## src/rtl/spi_cmd_master.sv

```systemverilog
// SPI command master: serialises 10-bit host commands as one ss_n frame on mosi
// and, for read-data commands, collects the 8-bit reply from miso.
module spi_cmd_master #(
  parameter int TURNAROUND = 1,
  parameter int GAP        = 1
) (
  input  logic       clk,
  input  logic       rst_n,
  input  logic       cmd_valid_i,
  input  logic [9:0] cmd_data_i,
  output logic       cmd_ready_o,
  output logic       rd_valid_o,
  output logic [7:0] rd_data_o,
  output logic       busy_o,
  output logic       ss_n_o,
  output logic       mosi_o,
  input  logic       miso_i
);
  localparam logic [2:0] S_IDLE  = 3'd0;
  localparam logic [2:0] S_START = 3'd1;
  localparam logic [2:0] S_SHIFT = 3'd2;
  localparam logic [2:0] S_TURN  = 3'd3;
  localparam logic [2:0] S_RECV  = 3'd4;
  localparam logic [2:0] S_GAP   = 3'd5;

  localparam logic [3:0] TA_LAST  = 4'(TURNAROUND - 1);
  localparam logic [3:0] GAP_LAST = 4'(GAP - 1);

  logic [2:0] state_q, state_d;
  logic [9:0] sreg_q, sreg_d;
  logic [3:0] cnt_q, cnt_d;
  logic [7:0] rx_q, rx_d;
  logic [7:0] rdd_q, rdd_d;
  logic       ss_n_q, ss_n_d;
  logic       mosi_q, mosi_d;
  logic       rdy_q, rdy_d;
  logic       rdv_q, rdv_d;
  logic       busy_q;
  logic [7:0] rx_next;

  assign rx_next = {rx_q[6:0], miso_i};

  always_comb begin
    state_d = state_q;
    sreg_d  = sreg_q;
    cnt_d   = cnt_q;
    rx_d    = rx_q;
    rdd_d   = rdd_q;
    ss_n_d  = ss_n_q;
    mosi_d  = mosi_q;
    rdy_d   = rdy_q;
    rdv_d   = 1'b0;
    case (state_q)
      S_IDLE: begin
        ss_n_d = 1'b1;
        mosi_d = 1'b0;
        rdy_d  = 1'b1;
        if (cmd_valid_i && rdy_q) begin
          state_d = S_START;
          sreg_d  = cmd_data_i;
          ss_n_d  = 1'b0;
          mosi_d  = cmd_data_i[9];
          rdy_d   = 1'b0;
          cnt_d   = 4'd0;
        end
      end
      // the command bit goes out once in START and again as the first SHIFT bit
      S_START: begin
        state_d = S_SHIFT;
        mosi_d  = sreg_q[9];
        cnt_d   = 4'd1;
      end
      S_SHIFT: begin
        if (cnt_q == 4'd10) begin
          mosi_d = 1'b0;
          cnt_d  = 4'd0;
          if (sreg_q[9:8] == 2'b11) begin
            state_d = (TURNAROUND == 0) ? S_RECV : S_TURN;
          end else begin
            state_d = S_GAP;
            ss_n_d  = 1'b1;
          end
        end else begin
          mosi_d = sreg_q[4'd9 - cnt_q];
          cnt_d  = cnt_q + 4'd1;
        end
      end
      S_TURN: begin
        if (cnt_q == TA_LAST) begin
          state_d = S_RECV;
          cnt_d   = 4'd0;
        end else begin
          cnt_d = cnt_q + 4'd1;
        end
      end
      // last sample goes straight into rd_data so the reply is out as ss_n rises
      S_RECV: begin
        rx_d = rx_next;
        if (cnt_q == 4'd7) begin
          rdd_d   = rx_next;
          rdv_d   = 1'b1;
          state_d = S_GAP;
          ss_n_d  = 1'b1;
          cnt_d   = 4'd0;
        end else begin
          cnt_d = cnt_q + 4'd1;
        end
      end
      S_GAP: begin
        if (cnt_q == GAP_LAST) begin
          state_d = S_IDLE;
          rdy_d   = 1'b1;
          cnt_d   = 4'd0;
        end else begin
          cnt_d = cnt_q + 4'd1;
        end
      end
      default: begin
        state_d = S_IDLE;
        ss_n_d  = 1'b1;
        mosi_d  = 1'b0;
        rdy_d   = 1'b0;
        cnt_d   = 4'd0;
      end
    endcase
  end

  always_ff @(posedge clk or negedge rst_n) begin
    if (!rst_n) begin
      state_q <= S_IDLE;
      sreg_q  <= '0;
      cnt_q   <= '0;
      rx_q    <= '0;
      rdd_q   <= '0;
      ss_n_q  <= 1'b1;
      mosi_q  <= 1'b0;
      rdy_q   <= 1'b0;
      rdv_q   <= 1'b0;
      busy_q  <= 1'b0;
    end else begin
      state_q <= state_d;
      sreg_q  <= sreg_d;
      cnt_q   <= cnt_d;
      rx_q    <= rx_d;
      rdd_q   <= rdd_d;
      ss_n_q  <= ss_n_d;
      mosi_q  <= mosi_d;
      rdy_q   <= rdy_d;
      rdv_q   <= rdv_d;
      busy_q  <= (state_d != S_IDLE);
    end
  end

  assign cmd_ready_o = rdy_q;
  assign rd_valid_o  = rdv_q;
  assign rd_data_o   = rdd_q;
  assign busy_o      = busy_q;
  assign ss_n_o      = ss_n_q;
  assign mosi_o      = mosi_q;
endmodule
```

## config.mk

```make
export PLATFORM = sky130hd
export DESIGN_NAME = spi_cmd_master
export DESIGN_NICKNAME = d
export VERILOG_FILES = /design/src/rtl/spi_cmd_master.sv
export SDC_FILE = /design/constraint.sdc
export NUM_CORES = 1
export LEC_CHECK = 0
export BUFFER_PORTS_ARGS = -buffer_cell sky130_fd_sc_hd__buf_2
export CAP_MARGIN = 20
export CORE_UTILIZATION = 47
export DETAILED_ROUTE_END_ITERATION = 6
export GPL_TIMING_DRIVEN = 0
export PLACE_DENSITY_LB_ADDON = 0.12
export SETUP_SLACK_MARGIN = 0.5
export SLEW_MARGIN = 0
export SYNTH_ARGS = -nofsm -noshare
export SYNTH_HDL_FRONTEND = slang
export SYNTH_SLANG_ARGS = --single-unit
export TNS_END_PERCENT = 1
```

## constraint.sdc

```tcl
create_clock -name clk -period 1.6 [get_ports clk]
set_clock_uncertainty 0.2 [all_clocks]
set_input_delay 0.08 -clock clk [delete_from_list [all_inputs] [get_ports clk]]
set_output_delay 0.08 -clock clk [all_outputs]
set_load 0.03 [all_outputs]
```

==> run metrics <==
worst slew pin tran 0.806 ns; most common cell after layout, fill and taps aside dfrtp_1; crit-path max cell delay 0.38 ns; Yosys reg bits 37; CTS tree built; Post-DRT Antenna Nets 0; Period minus WS final 1.82 ns; total wire length 4.14 mm; hold_ws -0.335 ns; Crit Path Class register to register; DIE AREA 0.00417 mm²; worst skew pair latency 0.29 ns; Clock Tree Root clkbuf_8; max-cap violations 0; Rel. slew slack 46.3%; cells along the critical path buf_6, nand3b_1, nor3_4, buf_12, mux2_2; Die Span Y 64.6 µm; initial antenna violation count 0; RSZ-0062 raised after global routing yes; Leakage 1.19 nW; htree depth 2; Distinct cells, synth 44; DPL Wire Length 2.52 mm; DRT Pass-1 Iters 4; # fillers 261; Critical Path Sink Type register; highest clock rate 550 MHz; largest net degree at the start of global routing 38; Final Setup Violations 36; worst path arrival time 1.80 ns; grt ovf 0; Clock Path Buffers 2; worst-path maximum fanout 9; CP Data Required Time 1.58 ns; Hold Path Class input port to async pin; post-synthesis sequential area ratio 50.4%; period utilization 114%; initial drt markers 100; core box area 0.00372 mm²; hold_buf cts 11; # port buffers 26; DRC 0; vias per cell 5.55; first-pass GRT wire length 6.80 mm; WL per Instance 16.2 µm; Worst setup SP type register; Area Growth Syn to Fin 42.5%; most used cells in the layout excluding fill and tap cells dfrtp_1, mux2_2, buf_6; clock sink count 37; total track usage 21.7%; synthesized cell area 0.00184 mm²; Slowest-stage cell, CP dfrtp_1; Starting Density 49.5%; status finished with violations; Syn. warnings 0; Slew Limit Fails 0; GPL Wtd Cong 0.885; Pwr Total 4.63 mW; n_diodes 0; synthesized instance count 151; row cnt 22; Hold Vio Cnt, Final 37; Die W 64.6 µm; IO Pins 27; syn nets 170; Mean Syn Cell Area 12.2 µm²; Peak VDD IR 0.00128 V; Nets 226; total CTS buffers 5; vias 1420; dpl ws -0.443 ns; share of layout cells above drive strength 1 51.0%; failing checks negative hold slack, negative setup slack; pwr/cell area 1770 mW/mm²; R2R setup slack -0.22 ns; PnR worst setup slack -0.217 ns; Clock transition at path regs 0.08 ns; vias in the first global route 1445
## stage by stage
step           instance area (µm²)  TNS [ns]  utilization, %  instances
2_1_floorplan                 1840     -3.27               -        151
3_3_place_gp                  2030     -8.43            54.7        225
3_5_place_dp                  2030     -9.36            54.7        225
4_1_cts                       2480     -5.38            66.8        251
5_1_grt                       2620     -6.84            70.5        256
6_report                      2620     -4.93            70.5        256
## state kept, by name, indices dropped and copies added, names as in the netlist
register     cells
sreg_q          10
rx_q             7
ss_n_o           1
mosi_o           1
cnt_q            4
rd_valid_o       1
cmd_ready_o      1
state_q          3
rd_data_o        8
busy_o           1
## critical path: cells and delay by family, from the launching register on
| family | cells | cell delay, ns |
|---|---|---|
| and+or+nand+nor | 2 | 0.50 |
| DFF | 1 | 0.38 |
| muxes | 1 | 0.33 |
| buffers and inverters | 2 | 0.30 |
## synthesized netlist by cell type, drive strengths merged
master    n  area, µm²
dfrtp    36        901
mux2     25        282
nand2    12       45.0
a21oi    10       50.1
buf       6       38.8
inv       6       22.5
ha        5       62.6
nor2      5       26.3
nor3      4       31.3
nand2b    3       18.8
nand3b    3       22.5
o21ai     3       15.0
a21o      2       15.0
mux4      2       45.0
nor2b     2       12.5
nor3b     2       26.3
o22ai     2       12.5
o311ai    2       17.5
a2111oi   1       15.0
a211oi    1       7.51
a21boi    1       7.51
a221o     1       10.0
a22o      1       8.76
a31oi     1       6.26
a32oi     1       8.76
and3b     1       8.76
and4bb    1       12.5
clkbuf    1       3.75
dfstp     1       26.3
mux2i     1       10.0
nand3     1       5.00
nand4     1       6.26
nand4b    1       8.76
nor4b     1       8.76
o211ai    1       7.51
o31ai     1       7.51
or2       1       6.26
or3       1       11.3
xnor2     1       8.76
## per-layer routing
| layer | up-vias | track usage, % | wire length (µm) |
|---|---|---|---|
| met2 | 40 | 35.9 | 2040 |
| met1 | 710 | 27.5 | 1790 |
| met5 | - | 0 | 0 |
| met4 | 0 | 7.50 | 89 |
| li1 | 658 | - | - |
| met3 | 12 | 5.63 | 216 |
## logic make-up (layout without fill, tap and decap cells)
logic type,Yosys count,in the layout,synth area share [%]
adder cells (fa/ha/maj),5,5,3.40
multiplexers,28,28,18.3
flip-flops,37,37,50.4
XOR/XNOR,1,1,0.476
AND/OR/NAND/NOR,39,39,13.6
buffers and inverters,13,70,3.54
AO/OA/AOI/OAI,28,28,10.3
## layout make-up
| class | count | area [µm²] | share of cell area [%] |
|---|---|---|---|
| Multi-Input combinational cell | 101 | 961 | 36.7 |
| Timing Repair Buffer | 49 | 433 | 16.5 |
| Clock buffer | 5 | 68.8 | 2.63 |
| Inverter | 6 | 25.0 | 0.955 |
| Buffer | 7 | 71.3 | 2.72 |
| Sequential cell | 37 | 933 | 35.6 |
| Tap cell | 48 | 60.1 | 2.29 |
| Clock inverter | 3 | 68.8 | 2.63 |
## final timing paths
| kind | startpoint | end | cells after the start |
|---|---|---|---|
| max in group asynchronous | rst_n | cnt_q[1] | 1 |
| min in group clk | cmd_valid_i | cnt_q[2] | 4 |
| max reg2reg | cnt_q[3] | rd_data_o[6] | 5 |
| min | rst_n | cmd_ready_o | 1 |
| min reg2reg | sreg_q[2] | sreg_q[2] | 1 |
| max | cnt_q[3] | rd_data_o[6] | 5 |
## repair_timing
action	4_1_cts	5_1_grt
pin swaps	5	7
buffers inserted	7	5
hold endpoints to repair	49	37
resized for setup	39	28
setup endpoints to repair	49	50
## report_power, final
part / switching, mW / internal (mW)
Combinational: 1.03 / 1.11
Clock: 0.359 / 0.628
Sequential: 0.268 / 1.23
Total: 1.66 / 2.97
No activity file was read; power rests on OpenSTA's default activity.
